`src/rtl/proc3_param_if.sv`:
```
// Unified instruction/data memory bus for proc3_param: req/ack handshake,
// one transfer in flight, read data valid in the ack cycle.
interface proc3_param_if #(
  parameter int unsigned DATA_W = 16,
  parameter int unsigned ADDR_W = 16
);
  logic              mem_req;
  logic              mem_we;
  logic [ADDR_W-1:0] mem_addr;
  logic [DATA_W-1:0] mem_wdata;
  logic [DATA_W-1:0] mem_rdata;
  logic              mem_ack;

  modport master (
    output mem_req,
    output mem_we,
    output mem_addr,
    output mem_wdata,
    input  mem_rdata,
    input  mem_ack
  );

  modport slave (
    input  mem_req,
    input  mem_we,
    input  mem_addr,
    input  mem_wdata,
    output mem_rdata,
    output mem_ack
  );
endinterface

```
`src/rtl/proc3_param.sv`:
```
// Parametrised multicycle processor: r0-r6 general purpose, r7 is the PC,
// N/Z/C flags, one unified memory behind a req/ack handshake.
module proc3_param #(
  parameter int unsigned DATA_W   = 16,
  parameter int unsigned ADDR_W   = 16,
  parameter int unsigned RESET_PC = 0
) (
  input  logic              Clock,
  input  logic              Resetn,
  input  logic              Run,
  output logic              Done,
  proc3_param_if.master     mem,
  input  logic [2:0]        dbg_sel,
  output logic [DATA_W-1:0] dbg_data,
  output logic [2:0]        flags
);

  if (DATA_W < 16) begin : g_bad_data_w
    $error("proc3_param: DATA_W must be >= 16");
  end

  localparam int unsigned ExtW = (ADDR_W > DATA_W) ? ADDR_W : DATA_W;

  localparam logic [2:0] OpMv  = 3'b000;
  localparam logic [2:0] OpMvt = 3'b001;  // also branches when IR[12]=0
  localparam logic [2:0] OpAdd = 3'b010;
  localparam logic [2:0] OpSub = 3'b011;
  localparam logic [2:0] OpLd  = 3'b100;
  localparam logic [2:0] OpSt  = 3'b101;
  localparam logic [2:0] OpAnd = 3'b110;
  localparam logic [2:0] OpCmp = 3'b111;

  typedef enum logic [1:0] {StIdle, StFetch, StExec, StMem} state_e;

  state_e            state_q, state_d;
  logic [DATA_W-1:0] regs_q [7];
  logic [DATA_W-1:0] regs_d [7];
  logic [DATA_W-1:0] pc_q, pc_d;
  logic [15:0]       ir_q, ir_d;
  logic [2:0]        flags_q, flags_d;

  logic [DATA_W-1:0] rf_view [8];
  logic [2:0]        op, rx, ry;
  logic              imm_sel;
  logic [DATA_W-1:0] imm, rx_val, ry_val, operand, mvt_val, and_res;
  logic [DATA_W:0]   add_res, sub_res;
  logic              taken;
  logic              wr_en;
  logic [DATA_W-1:0] wr_val;
  logic [DATA_W-1:0] addr_src;
  logic [ExtW-1:0]   addr_ext;

  always_comb begin
    for (int i = 0; i < 7; i++) rf_view[i] = regs_q[i];
    rf_view[7] = pc_q;
  end

  assign op      = ir_q[15:13];
  assign imm_sel = ir_q[12];
  assign rx      = ir_q[11:9];
  assign ry      = ir_q[2:0];
  assign imm     = DATA_W'($signed(ir_q[8:0]));
  assign mvt_val = DATA_W'({ir_q[7:0], 8'h00});
  assign rx_val  = rf_view[rx];
  assign ry_val  = rf_view[ry];
  assign operand = imm_sel ? imm : ry_val;
  assign add_res = {1'b0, rx_val} + {1'b0, operand};
  assign sub_res = {1'b0, rx_val} - {1'b0, operand};
  assign and_res = rx_val & operand;

  assign dbg_data = rf_view[dbg_sel];
  assign flags    = flags_q;

  // Branch condition lives in the rX field; flags_q is {N,Z,C}.
  always_comb begin
    taken = 1'b0;
    unique case (rx)
      3'b000:  taken = 1'b1;
      3'b001:  taken = flags_q[1];
      3'b010:  taken = ~flags_q[1];
      3'b011:  taken = ~flags_q[0];
      3'b100:  taken = flags_q[0];
      3'b101:  taken = ~flags_q[2];
      3'b110:  taken = flags_q[2];
      3'b111:  taken = 1'b1;
      default: taken = 1'b0;
    endcase
  end

  always_comb begin
    state_d       = state_q;
    regs_d        = regs_q;
    pc_d          = pc_q;
    ir_d          = ir_q;
    flags_d       = flags_q;
    Done          = 1'b0;
    mem.mem_req   = 1'b0;
    mem.mem_we    = 1'b0;
    mem.mem_wdata = '0;
    addr_src      = '0;
    wr_en         = 1'b0;
    wr_val        = '0;

    unique case (state_q)
      StIdle: begin
        if (Run) state_d = StFetch;
      end
      StFetch: begin
        mem.mem_req = 1'b1;
        addr_src    = pc_q;
        if (mem.mem_ack) begin
          ir_d    = mem.mem_rdata[15:0];
          pc_d    = pc_q + DATA_W'(1);
          state_d = StExec;
        end
      end
      StExec: begin
        if (op == OpLd || op == OpSt) begin
          state_d = StMem;
        end else begin
          Done    = 1'b1;
          state_d = Run ? StFetch : StIdle;
        end
        unique case (op)
          OpMv: begin
            wr_en  = 1'b1;
            wr_val = operand;
          end
          OpMvt: begin
            if (imm_sel) begin
              wr_en  = 1'b1;
              wr_val = mvt_val;
            end else if (taken) begin
              // bl links the already-incremented PC into r6
              if (rx == 3'b111) regs_d[6] = pc_q;
              pc_d = pc_q + imm;
            end
          end
          OpAdd: begin
            wr_en   = 1'b1;
            wr_val  = add_res[DATA_W-1:0];
            flags_d = {add_res[DATA_W-1], add_res[DATA_W-1:0] == '0, add_res[DATA_W]};
          end
          OpSub, OpCmp: begin
            wr_en   = (op == OpSub);
            wr_val  = sub_res[DATA_W-1:0];
            flags_d = {sub_res[DATA_W-1], sub_res[DATA_W-1:0] == '0, ~sub_res[DATA_W]};
          end
          OpAnd: begin
            wr_en   = 1'b1;
            wr_val  = and_res;
            flags_d = {and_res[DATA_W-1], and_res == '0, flags_q[0]};
          end
          OpLd, OpSt: ;
          default: ;
        endcase
      end
      StMem: begin
        mem.mem_req   = 1'b1;
        mem.mem_we    = (op == OpSt);
        mem.mem_wdata = rx_val;
        addr_src      = ry_val;
        if (mem.mem_ack) begin
          wr_en   = (op == OpLd);
          wr_val  = mem.mem_rdata;
          Done    = 1'b1;
          state_d = Run ? StFetch : StIdle;
        end
      end
      default: state_d = StIdle;
    endcase

    // r7 writes land in the PC, which makes mv r7,rY a jump
    for (int i = 0; i < 7; i++) begin
      if (wr_en && rx == 3'(i)) regs_d[i] = wr_val;
    end
    if (wr_en && rx == 3'd7) pc_d = wr_val;
  end

  assign addr_ext     = ExtW'(addr_src);
  assign mem.mem_addr = addr_ext[ADDR_W-1:0];

  always_ff @(posedge Clock or negedge Resetn) begin
    if (!Resetn) begin
      state_q <= StIdle;
      for (int i = 0; i < 7; i++) regs_q[i] <= '0;
      pc_q    <= DATA_W'(RESET_PC);
      ir_q    <= '0;
      flags_q <= '0;
    end else begin
      state_q <= state_d;
      regs_q  <= regs_d;
      pc_q    <= pc_d;
      ir_q    <= ir_d;
      flags_q <= flags_d;
    end
  end

endmodule

```
`src/flat_wrapper.sv`:
```
// flat-port wrapper written by rule: the top's interface ports become plain ports
module proc3_param_flat 
#(
  parameter int unsigned DATA_W   = 16,
  parameter int unsigned ADDR_W   = 16,
  parameter int unsigned RESET_PC = 0
)
  (Clock, Resetn, Run, Done, dbg_sel, dbg_data, flags, mem_mem_req, mem_mem_we, mem_mem_addr, mem_mem_wdata, mem_mem_rdata, mem_mem_ack);
  proc3_param_if #(.DATA_W(DATA_W), .ADDR_W(ADDR_W)) mem_i ();
  input  logic Clock;
  input  logic Resetn;
  input  logic Run;
  output logic Done;
  input  logic [2:0] dbg_sel;
  output logic [DATA_W-1:0] dbg_data;
  output logic [2:0] flags;
  output wire logic [$bits(mem_i.mem_req)-1:0] mem_mem_req;
  output wire logic [$bits(mem_i.mem_we)-1:0] mem_mem_we;
  output wire logic [$bits(mem_i.mem_addr)-1:0] mem_mem_addr;
  output wire logic [$bits(mem_i.mem_wdata)-1:0] mem_mem_wdata;
  input wire logic [$bits(mem_i.mem_rdata)-1:0] mem_mem_rdata;
  input wire logic [$bits(mem_i.mem_ack)-1:0] mem_mem_ack;
  assign mem_mem_req = mem_i.mem_req;
  assign mem_mem_we = mem_i.mem_we;
  assign mem_mem_addr = mem_i.mem_addr;
  assign mem_mem_wdata = mem_i.mem_wdata;
  assign mem_i.mem_rdata = mem_mem_rdata;
  assign mem_i.mem_ack = mem_mem_ack;
  proc3_param #(.DATA_W(DATA_W), .ADDR_W(ADDR_W), .RESET_PC(RESET_PC)) u_core (.Clock(Clock), .Resetn(Resetn), .Run(Run), .Done(Done), .mem(mem_i), .dbg_sel(dbg_sel), .dbg_data(dbg_data), .flags(flags));
endmodule
```
`config.mk`:
```
export PLATFORM = sky130hd
export DESIGN_NAME = proc3_param_flat
export DESIGN_NICKNAME = d
export VERILOG_FILES = /design/src/rtl/proc3_param_if.sv /design/src/rtl/proc3_param.sv /design/src/flat_wrapper.sv
export SDC_FILE = /design/constraint.sdc
export NUM_CORES = 1
export LEC_CHECK = 0
export ABC_AREA = 1
export BUFFER_PORTS_ARGS = -buffer_cell sky130_fd_sc_hd__buf_4
export CORE_ASPECT_RATIO = 1.75
export CORE_MARGIN = 2
export CORE_UTILIZATION = 45
export DETAILED_ROUTE_END_ITERATION = 6
export PLACE_DENSITY_LB_ADDON = 0.15
export SLEW_MARGIN = 20
export SYNTH_ARGS = -nofsm -noshare
export SYNTH_HDL_FRONTEND = slang
export SYNTH_SLANG_ARGS = --single-unit
export TNS_END_PERCENT = 100
```
`constraint.sdc`:
```
create_clock -name Clock -period 3.5 [get_ports Clock]
set_clock_uncertainty 0.15 [all_clocks]
set_input_delay 0.35 -clock Clock [delete_from_list [all_inputs] [get_ports Clock]]
set_output_delay 0.35 -clock Clock [all_outputs]
set_load 0.05 [all_outputs]
```
# After elaboration in Yosys (flattened, before gate mapping)
# Index checks and enable logic that the tools add are counted.
# W data, S select, Z words.
# totals
memories	0
ram_bits	0
input_bits	23
output_inout_bits	54
ff_bits	149
latch_bits	0
rom_bits	0
# classes
multipliers	0
n_div	0
n_eq_ne	25
n_shift	0
bitwise	9
n_lt_le_gt_ge	3
addsub	4
n_reduce_logical	32
mux	45
# op_table
cell	count
$mux W16	21
$bmux W16 S3	3
$pmux W16 S2	3
$pmux W16 S5	1
$logic_not A16 Y1	3
$eq A3 B3 Y1 const B	8
$add A16 B16 Y17	1
$sub A16 B16 Y17	1
$add A16 B1 Y16 const B	1
$add A16 B16 Y16	1
$and A16 B16 Y16	1
$eq A3 B2 Y1 const B	4
$ge A4 B4 Y1 const B	3
$not A3 Y4	3
$reduce_and A5 Y1	2
$reduce_bool A2 Y1	5
$pmux W3 S3	1
$logic_and A1 B1 Y1	8
$mux W2	4
$ne A2 B2 Y1 const B	4
$pmux W2 S4	1
$mux W1	7
$pmux W1 S7	1
$eq A3 B1 Y1 const B	2
other kinds (16)	29

# Longest topological paths before layout
# Gate-level depths: netlist of the first run.
# logic_depth
ltp_word	9
depth_mapped	27
depth_no_buf	25

# Least setup slack after synthesis of the first run
# Ideal clock, no wire load.
# synth_timing
path_type	reg2reg
from	register u_core.ir_q[10]
to	register u_core.regs_q[38] (netlist name)
setup_ps	66
t_arrival_ps	3141
required_time_ps	3284
synth_period_minus_slack_ps	3357
setup_slack_ps	143
stages_incl_launch_ff	22
path_cell_list	dfrtp_1 > or2_1 > buf_2 > buf_1 > o221ai_1 > nand2_1 > o21ai_0 > inv_1 > ha_1 > fa_1 > inv_1 > nand3_1 > nand2_1 > nand2_1 > nand2_1 > xor2_1 > nand2_1 > nand3_1 > a21oi_1 > o21ai_2 > nand2_1 > nand2_1
# synth_via
elab_chain_cells	7
elab_cells_between_ends	11
# synth_rtl
item	line	text
start: declaration	proc3_param.sv:39	logic [15:0] ir_q, ir_d;
start signal: assignment	proc3_param.sv:194	ir_q <= ir_d;
$not A3 Y4 (not written as such)	proc3_param.sv:64	assign rx_val = rf_view[rx];
$bmux W16 S3	proc3_param.sv:64	
$mux W16 (not written as such) (2 in a row)	proc3_param.sv:64	
$sub A16 B16 Y17, or another cell as far along	proc3_param.sv:68	assign sub_res = {1'b0, rx_val} - {1'b0, operand};
$pmux W16 S5	proc3_param.sv:124	unique case (op)
$pmux W16 S2	proc3_param.sv:104	unique case (state_q)
end signal: assignment	proc3_param.sv:192	regs_q <= regs_d;
end: declaration	proc3_param.sv:36	logic [DATA_W-1:0] regs_q [7];
# Several ways; a longest one is shown, not always the timed one. The select of a mux whose other input is x is not followed.
# A chain may end at the register's enable or synchronous reset.

# Worst setup path after layout of the first run
# layout_timing
from	register u_core.ir_q[9]
to	register u_core.regs_q[95] (netlist name)
# The elaborated chain is that of the path after synthesis.

==> results of run 1 <==
[metrics by stage]
stage	instance area (sq um)	setup slack, ns
final	18900	-0.291
after global routing	18900	-0.354
after CTS	18200	-0.0954
after detailed placement	16600	-0.585
after global placement	16600	-0.597
after floorplan	13200	0.143
[cells in the mapped netlist, drive strengths merged]
| cell | n | area [sq um] |
|---|---|---|
| a221oi | 8 | 70.1 |
| nand2 | 712 | 2700 |
| nand4 | 13 | 81.3 |
| a21boi | 3 | 22.5 |
| a31oi | 18 | 113 |
| o22ai | 54 | 363 |
| inv | 254 | 953 |
| a21o | 6 | 45.0 |
| nand3 | 78 | 395 |
| nor2 | 115 | 472 |
| o32ai | 3 | 26.3 |
| a32oi | 8 | 70.1 |
| nand3b | 2 | 15.0 |
| o2111ai | 1 | 8.76 |
| and2 | 7 | 43.8 |
| fa | 3 | 60.1 |
| xor2 | 12 | 105 |
| o31ai | 4 | 30.0 |
| o22a | 1 | 8.76 |
| o21bai | 6 | 45.0 |
| ha | 54 | 676 |
| xnor2 | 8 | 70.1 |
| clkbuf | 48 | 181 |
| nor4 | 5 | 31.3 |
| nor3 | 12 | 81.3 |
| a22o | 1 | 8.76 |
| or2 | 8 | 50.1 |
| and3 | 1 | 6.26 |
| o21a | 1 | 7.51 |
| o21ai | 230 | 1200 |
| o211ai | 20 | 150 |
| a22oi | 16 | 120 |
| buf | 57 | 333 |
| a211oi | 8 | 60.1 |
| dfrtp | 149 | 3730 |
| a21oi | 158 | 791 |
| clkinv | 4 | 15.0 |
| o221ai | 3 | 26.3 |
| mux2 | 1 | 11.3 |
[how the worst max path moves through the flow]
stage	start	end	slack, ns
finish	u_core.ir_q[9]$_DFFE_PN0P_	u_core.regs_q[95]$_DFFE_PN0P_	-0.29
global route	u_core.ir_q[0]$_DFFE_PN0P_	u_core.regs_q[63]$_DFFE_PN0P_	-0.35
CTS	u_core.ir_q[9]$_DFFE_PN0P_	u_core.flags[1]$_DFFE_PN0P_	-0.1
detailed placement	u_core.ir_q[10]$_DFFE_PN0P_	u_core.flags[1]$_DFFE_PN0P_	-0.58
global placement	u_core.ir_q[9]$_DFFE_PN0P_	u_core.regs_q[14]$_DFFE_PN0P_	-0.60
floorplan	u_core.ir_q[10]$_DFFE_PN0P_	u_core.regs_q[38]$_DFFE_PN0P_	0.14
[final cells by class]
type,instances,share of cell area (%)
multi-input cells,1580,48.3
repair buffers,477,21.3
flip-flops and latches,149,19.7
inverters,258,5.19
well taps,378,2.50
clock buffers,18,2.32
clock inverters,14,0.609
repair inverters,1,0.0397
[repair_timing]
| item | 4_1_cts | 5_1_grt |
|---|---|---|
| pin swaps | 68 | 56 |
| buffers inserted | 24 | 14 |
| gates resized for setup | 222 | 126 |
| hold buffers | 4 | 0 |
| cloned | 3 | 4 |
| endpoints found under the hold margin | 29 | 0 |
| setup endpoints to repair | 115 | 113 |
[worst max-delay path: cells and delay by family (launching register included)]
kind / cells / cell delay (ns)
fa+ha+maj: 1 / 0.29
simple gates: 10 / 0.95
buf+inv: 6 / 0.77
compound gates: 5 / 1.06
flops: 1 / 0.42
[state kept, by name, summed over array words and instances, names as in the netlist]
signal	flops
u_core.regs_q	112
u_core.pc_q	16
u_core.flags	3
u_core.ir_q	16
u_core.state_q	2
[metal layers]
| metal | vias up | global-route usage [%] | part of all wire, % |
|---|---|---|---|
| li1 | 7666 | - | - |
| met1 | 7816 | 42.8 | 34 |
| met2 | 890 | 65.5 | 48 |
| met3 | 321 | 7.84 | 7.9 |
| met4 | 0 | 32.6 | 9.7 |
| met5 | - | 0 | 0 |
[cells by family (layout without fill, tap and decap cells)]
logic type                 after synthesis  after routing
and+or+nand+nor                        953            953
AOI/OAI and AO/OA                      549            549
buffers and inverters                  363            768
DFF                                    149            149
adders and majority gates               57             57
xor gates and xnor gates                20             20
muxes                                    1              1
==> results.json, run 1 <==
{
  "synth_top_family_by_area": "simple AND/OR/NAND/NOR gates",
  "grt_pass1_wl_mm": 91.5,
  "n_fill_cell": 2601,
  "cp.required_ns": 3.68,
  "ys_warn_count": 0,
  "critPathLaunchType": "flop",
  "via_per_inst": 5.81,
  "critPathKind": "reg -> reg",
  "drc": 0,
  "fp-row-count": 82,
  "cts.sinks": 149,
  "place_hpwl_mm": 45.7,
  "cp_slowest_cell": "dfrtp_1",
  "clk_pin_slew_ns": 0.07,
  "r2r_cells": 22,
  "die_y_microns": 230,
  "multi_input_comb_area_sq_mm": 0.00914,
  "cp_slowest_stage_delay_ns": 0.42,
  "synth_area_sq_mm": 0.0132,
  "root_buffer": "clkbuf_16",
  "grt_pass1_vias": 16100,
  "slew_headroom_pct": 46.4,
  "fin_crit_ns": 3.79,
  "whs_path_depth": 3,
  "start_util_pct": 45.9,
  "mostFrequentLayoutCell": "nand2_1",
  "r2r_start": "u_core.ir_q[9]$_DFFE_PN0P_",
  "io-pin-count": 77,
  "synthMuxAreaShare_pct": 0.0855,
  "setup_ws_ns": -0.291,
  "final_cell_mix": "616 x nand2_1, 424 x buf_4, 217 x inv_1",
  "fin_tns_setup_ns": -8.49,
  "path_max_fanout": 10,
  "finalHoldViolCount": 0,
  "area_growth_pct": 43.5,
  "detail_route.wl_per_cell_microns": 21.4,
  "tightest_slew_ns": 0.802,
  "period_share_pct": 108,
  "drtIter0Drc": 1479,
  "gr-total-overflow": 0,
  "critPathMostFrequentCell": "nand2_1",
  "drive_gt1_share_pct": 31.9,
  "final_util_pct": 65.8,
  "synth.avg_cell_area_sq_um": 6.30,
  "status": "complete, but fails checks",
  "hp-start": "mem_mem_rdata[15]",
  "violations": "negative setup slack",
  "setup-violations-final": 92,
  "regArea_sq_mm": 0.00373,
  "antenna_found_initial": 0,
  "report.final.slew_viol_count": 0,
  "syn_inst": 2092,
  "ys_seq_area_share_pct": 28.3,
  "h-tree-depth": 4,
  "firstDrtPassIters": 7,
  "grt_usage_pct": 39.3,
  "ys_ff_latch": 149,
  "rrSetupSlack_ns": -0.29,
  "hp-class": "in -> reg",
  "end_kind": "flop",
  "synth-adder-area-share_pct": 5.59,
  "die-area_sq_mm": 0.0307,
  "cts_buffers": 17,
  "fin_nets": 2564,
  "num_vias": 16700,
  "io_buffers": 76,
  "synth-simple-area-share_pct": 29.4,
  "die_w_microns": 133,
  "rsz0062_at_grt": "yes",
  "cap_violations": 0,
  "cp.arrival_ns": 3.97,
  "cts_tree": "yes",
  "synth_xor_xnor_area_share_pct": 1.33,
  "fp.coreArea_sq_mm": 0.0287,
  "wl_mm": 61.7,
  "grt_max_degree": 90,
  "max_freq_ghz": 0.264,
  "insertedDiodeCount": 0,
  "gp_congestion": 1.04,
  "synth_compound_area_share_pct": 24.0,
  "final_cells": 2875,
  "synth.distinct_cells": 56,
  "cts_buffer_depth": 2,
  "r2r_end": "u_core.regs_q[95]$_DFFE_PN0P_",
  "holdWs_ns": 0.00536,
  "antenna_left": 0,
  "hold_end": "u_core.ir_q[15]$_DFFE_PN0P_",
  "path_cells": "buf_4, nand2_2, buf_4, inv_4, a22oi_1, a32oi_1, buf_4, ha_4, inv_1, nand2_1, nand2_1, nand2_2, nand2_1, a21oi_4, nand3_2, nand3_2, nand2_2, o21ai_2, buf_6, nand2_8, nand2_1, o21ai_1",
  "clock_latency_ns": 0.47,
  "placed_cells": 2795,
  "syn-num-nets": 2172
}
Power of run 1 is not shown: default switching activity piles up to over one toggle a cycle in this logic, so the estimate is an artifact.
==> run 2: changes to the inputs <==
--- a/config.mk
+++ b/config.mk
@@ -12,6 +12,7 @@
 export CORE_UTILIZATION = 45
 export DETAILED_ROUTE_END_ITERATION = 6
 export PLACE_DENSITY_LB_ADDON = 0.15
+export SKIP_LAST_GASP = 1
 export SLEW_MARGIN = 20
 export SYNTH_ARGS = -nofsm -noshare
 export SYNTH_HDL_FRONTEND = slang
==> run 2 against run 1 <==
The flow still finishes with violations (negative setup slack). Core utilization is 0.15 points lower. Die area stayed put. Final cell count up 0.10%. Worst hold slack better by 0.0093 ns. Register-to-register slack gained 0.05 ns. Routed wire length increased by 0.17%. Sequential share of layout area barely moved. Setup slack improved by 0.050 ns. Critical path depth increased by 2. Critical endpoint unchanged. Highest routed layer unchanged.
==> results.json, run 2 (synthesis gave the netlist of run 1 again) <==
{
  "reg_top3": "u_core.regs_q: 112 flops, u_core.ir_q: 16 flops, u_core.pc_q: 16 flops",
  "die_y_microns": 230,
  "via_per_inst": 5.79,
  "setup-violations-final": 86,
  "largest_reg_flops": 112,
  "num_vias": 16700,
  "start_util_pct": 45.9,
  "mostFrequentLayoutCell": "nand2_1",
  "gp_congestion": 1.04,
  "hp-class": "in -> reg",
  "cts_tree": "yes",
  "path_cells": "buf_12, buf_12, clkbuf_16, buf_4, o211ai_1, nand2_1, nand2_1, nand2_2, nand2_1, nand2_1, inv_1, ha_4, inv_1, nor3_4, buf_6, a21oi_4, nand3_2, nand3_2, nand2_2, o21ai_2, buf_6, nand2_8, nand2_1, o21ai_1",
  "root_buffer": "clkbuf_16",
  "hp-start": "mem_mem_rdata[15]",
  "die-area_sq_mm": 0.0307,
  "fp.coreArea_sq_mm": 0.0287,
  "cts_buffers": 17,
  "r2r_cells": 24,
  "cp_slowest_cell": "dfrtp_2",
  "cp_slowest_stage_delay_ns": 0.52,
  "status": "complete, but fails checks",
  "clk_pin_slew_ns": 0.07,
  "drive_gt1_share_pct": 32.0,
  "area_growth_pct": 43.2,
  "die_w_microns": 133,
  "firstDrtPassIters": 6,
  "grt_max_degree": 90,
  "period_share_pct": 107,
  "slew_headroom_pct": 46.1,
  "place_hpwl_mm": 45.7,
  "cp_top_family": "buffers and inverters",
  "rrSetupSlack_ns": -0.24,
  "whs_path_depth": 3,
  "grt_pass1_wl_mm": 91.5,
  "cts.sinks": 149,
  "clock_latency_ns": 0.46,
  "grt_pass1_vias": 16000,
  "cp.buffers_inverters": 8,
  "cts_buffer_depth": 2,
  "detail_route.wl_per_cell_microns": 21.5,
  "grt_usage_pct": 39.3,
  "drc": 0,
  "fin_nets": 2567,
  "cp.required_ns": 3.68,
  "fin_tns_setup_ns": -9.89,
  "insertedDiodeCount": 0,
  "antenna_left": 0,
  "fp-row-count": 82,
  "io-pin-count": 77,
  "setup_ws_ns": -0.241,
  "gr-total-overflow": 0,
  "wl_mm": 61.8,
  "hold_end": "u_core.ir_q[15]$_DFFE_PN0P_",
  "drtIter0Drc": 1524,
  "io_buffers": 76,
  "critPathLaunchType": "flop",
  "end_kind": "flop",
  "r2r_end": "u_core.regs_q[95]$_DFFE_PN0P_",
  "tightest_slew_ns": 0.804,
  "critPathKind": "reg -> reg",
  "cp.arrival_ns": 3.92,
  "report.final.slew_viol_count": 0,
  "critPathMostFrequentCell": "nand2_1",
  "r2r_start": "u_core.ir_q[0]$_DFFE_PN0P_",
  "cap_violations": 0,
  "finalHoldViolCount": 0,
  "cp.depth": 24,
  "fin_crit_ns": 3.74,
  "violations": "negative setup slack",
  "path_max_fanout": 8,
  "max_freq_ghz": 0.267,
  "regMostFlops": "u_core.regs_q",
  "h-tree-depth": 4,
  "antenna_found_initial": 0,
  "rsz0062_at_grt": "yes",
  "final_cell_mix": "611 x nand2_1, 432 x buf_4, 216 x inv_1"
}
-- run 2: what timing repair did --
| action | in CTS | in global routing |
|---|---|---|
| buffers inserted | 24 | 17 |
| gates cloned | 3 | 4 |
| endpoints found under the hold margin | 29 | 0 |
| pin swaps | 67 | 63 |
| setup endpoints to repair | 115 | 113 |
| hold buffers | 4 | 0 |
| gates resized for setup | 203 | 138 |
-- run 2: worst max path at each step --
stage | from | to | slack [ns]
5_1_grt | u_core.ir_q[0]$_DFFE_PN0P_ | u_core.regs_q[63]$_DFFE_PN0P_ | -0.37
4_1_cts | u_core.ir_q[0]$_DFFE_PN0P_ | u_core.regs_q[84]$_DFFE_PN0P_ | -0.1
3_3_place_gp | u_core.ir_q[9]$_DFFE_PN0P_ | u_core.regs_q[14]$_DFFE_PN0P_ | -0.60
2_1_floorplan | u_core.ir_q[10]$_DFFE_PN0P_ | u_core.regs_q[38]$_DFFE_PN0P_ | 0.14
3_5_place_dp | u_core.ir_q[10]$_DFFE_PN0P_ | u_core.flags[1]$_DFFE_PN0P_ | -0.58
6_report | u_core.ir_q[0]$_DFFE_PN0P_ | u_core.regs_q[95]$_DFFE_PN0P_ | -0.24
-- run 2: layout make-up --
class                   count  area [sq um]
fillers                  2604          9870
multi-input cells        1580          9090
repair buffers            480          4020
flip-flops and latches    149          3730
inverters                 258           983
well taps                 378           473
clock buffers              18           439
clock inverters            14           115
repair inverters            1          7.51
-- run 2: per-stage QoR --
stage	hold WS, ns	utilization, %	worst slack (ns)	area (sq um)	instances
after global placement	0.111	57.7	-0.597	16600	2795
after CTS	0.0181	63.3	-0.0954	18200	2857
after global routing	0.0362	65.6	-0.369	18900	2878
final	0.0146	65.6	-0.241	18900	2878
after detailed placement	0.114	57.7	-0.585	16600	2795
after floorplan	-0.0956	-	0.143	13200	2092
-- run 2: worst min-delay path: cells and delay by family --
family / cells / cell delay, ns
simple gates: 1 / 0.04
compound gates: 1 / 0.10
buf+inv: 1 / 0.09
-- run 2: routing by layer --
layer / part of all wire (%) / global-route usage (%) / vias to the layer above / wire length [microns]
li1: - / - / 7662 / -
met1: 34 / 43.2 / 7788 / 21200
met2: 48 / 65.3 / 937 / 29800
met3: 8.4 / 7.91 / 287 / 5180
met4: 9.0 / 31.7 / 0 / 5550
met5: 0 / 0 / - / 0
Power of run 2 is left out for the same reason.
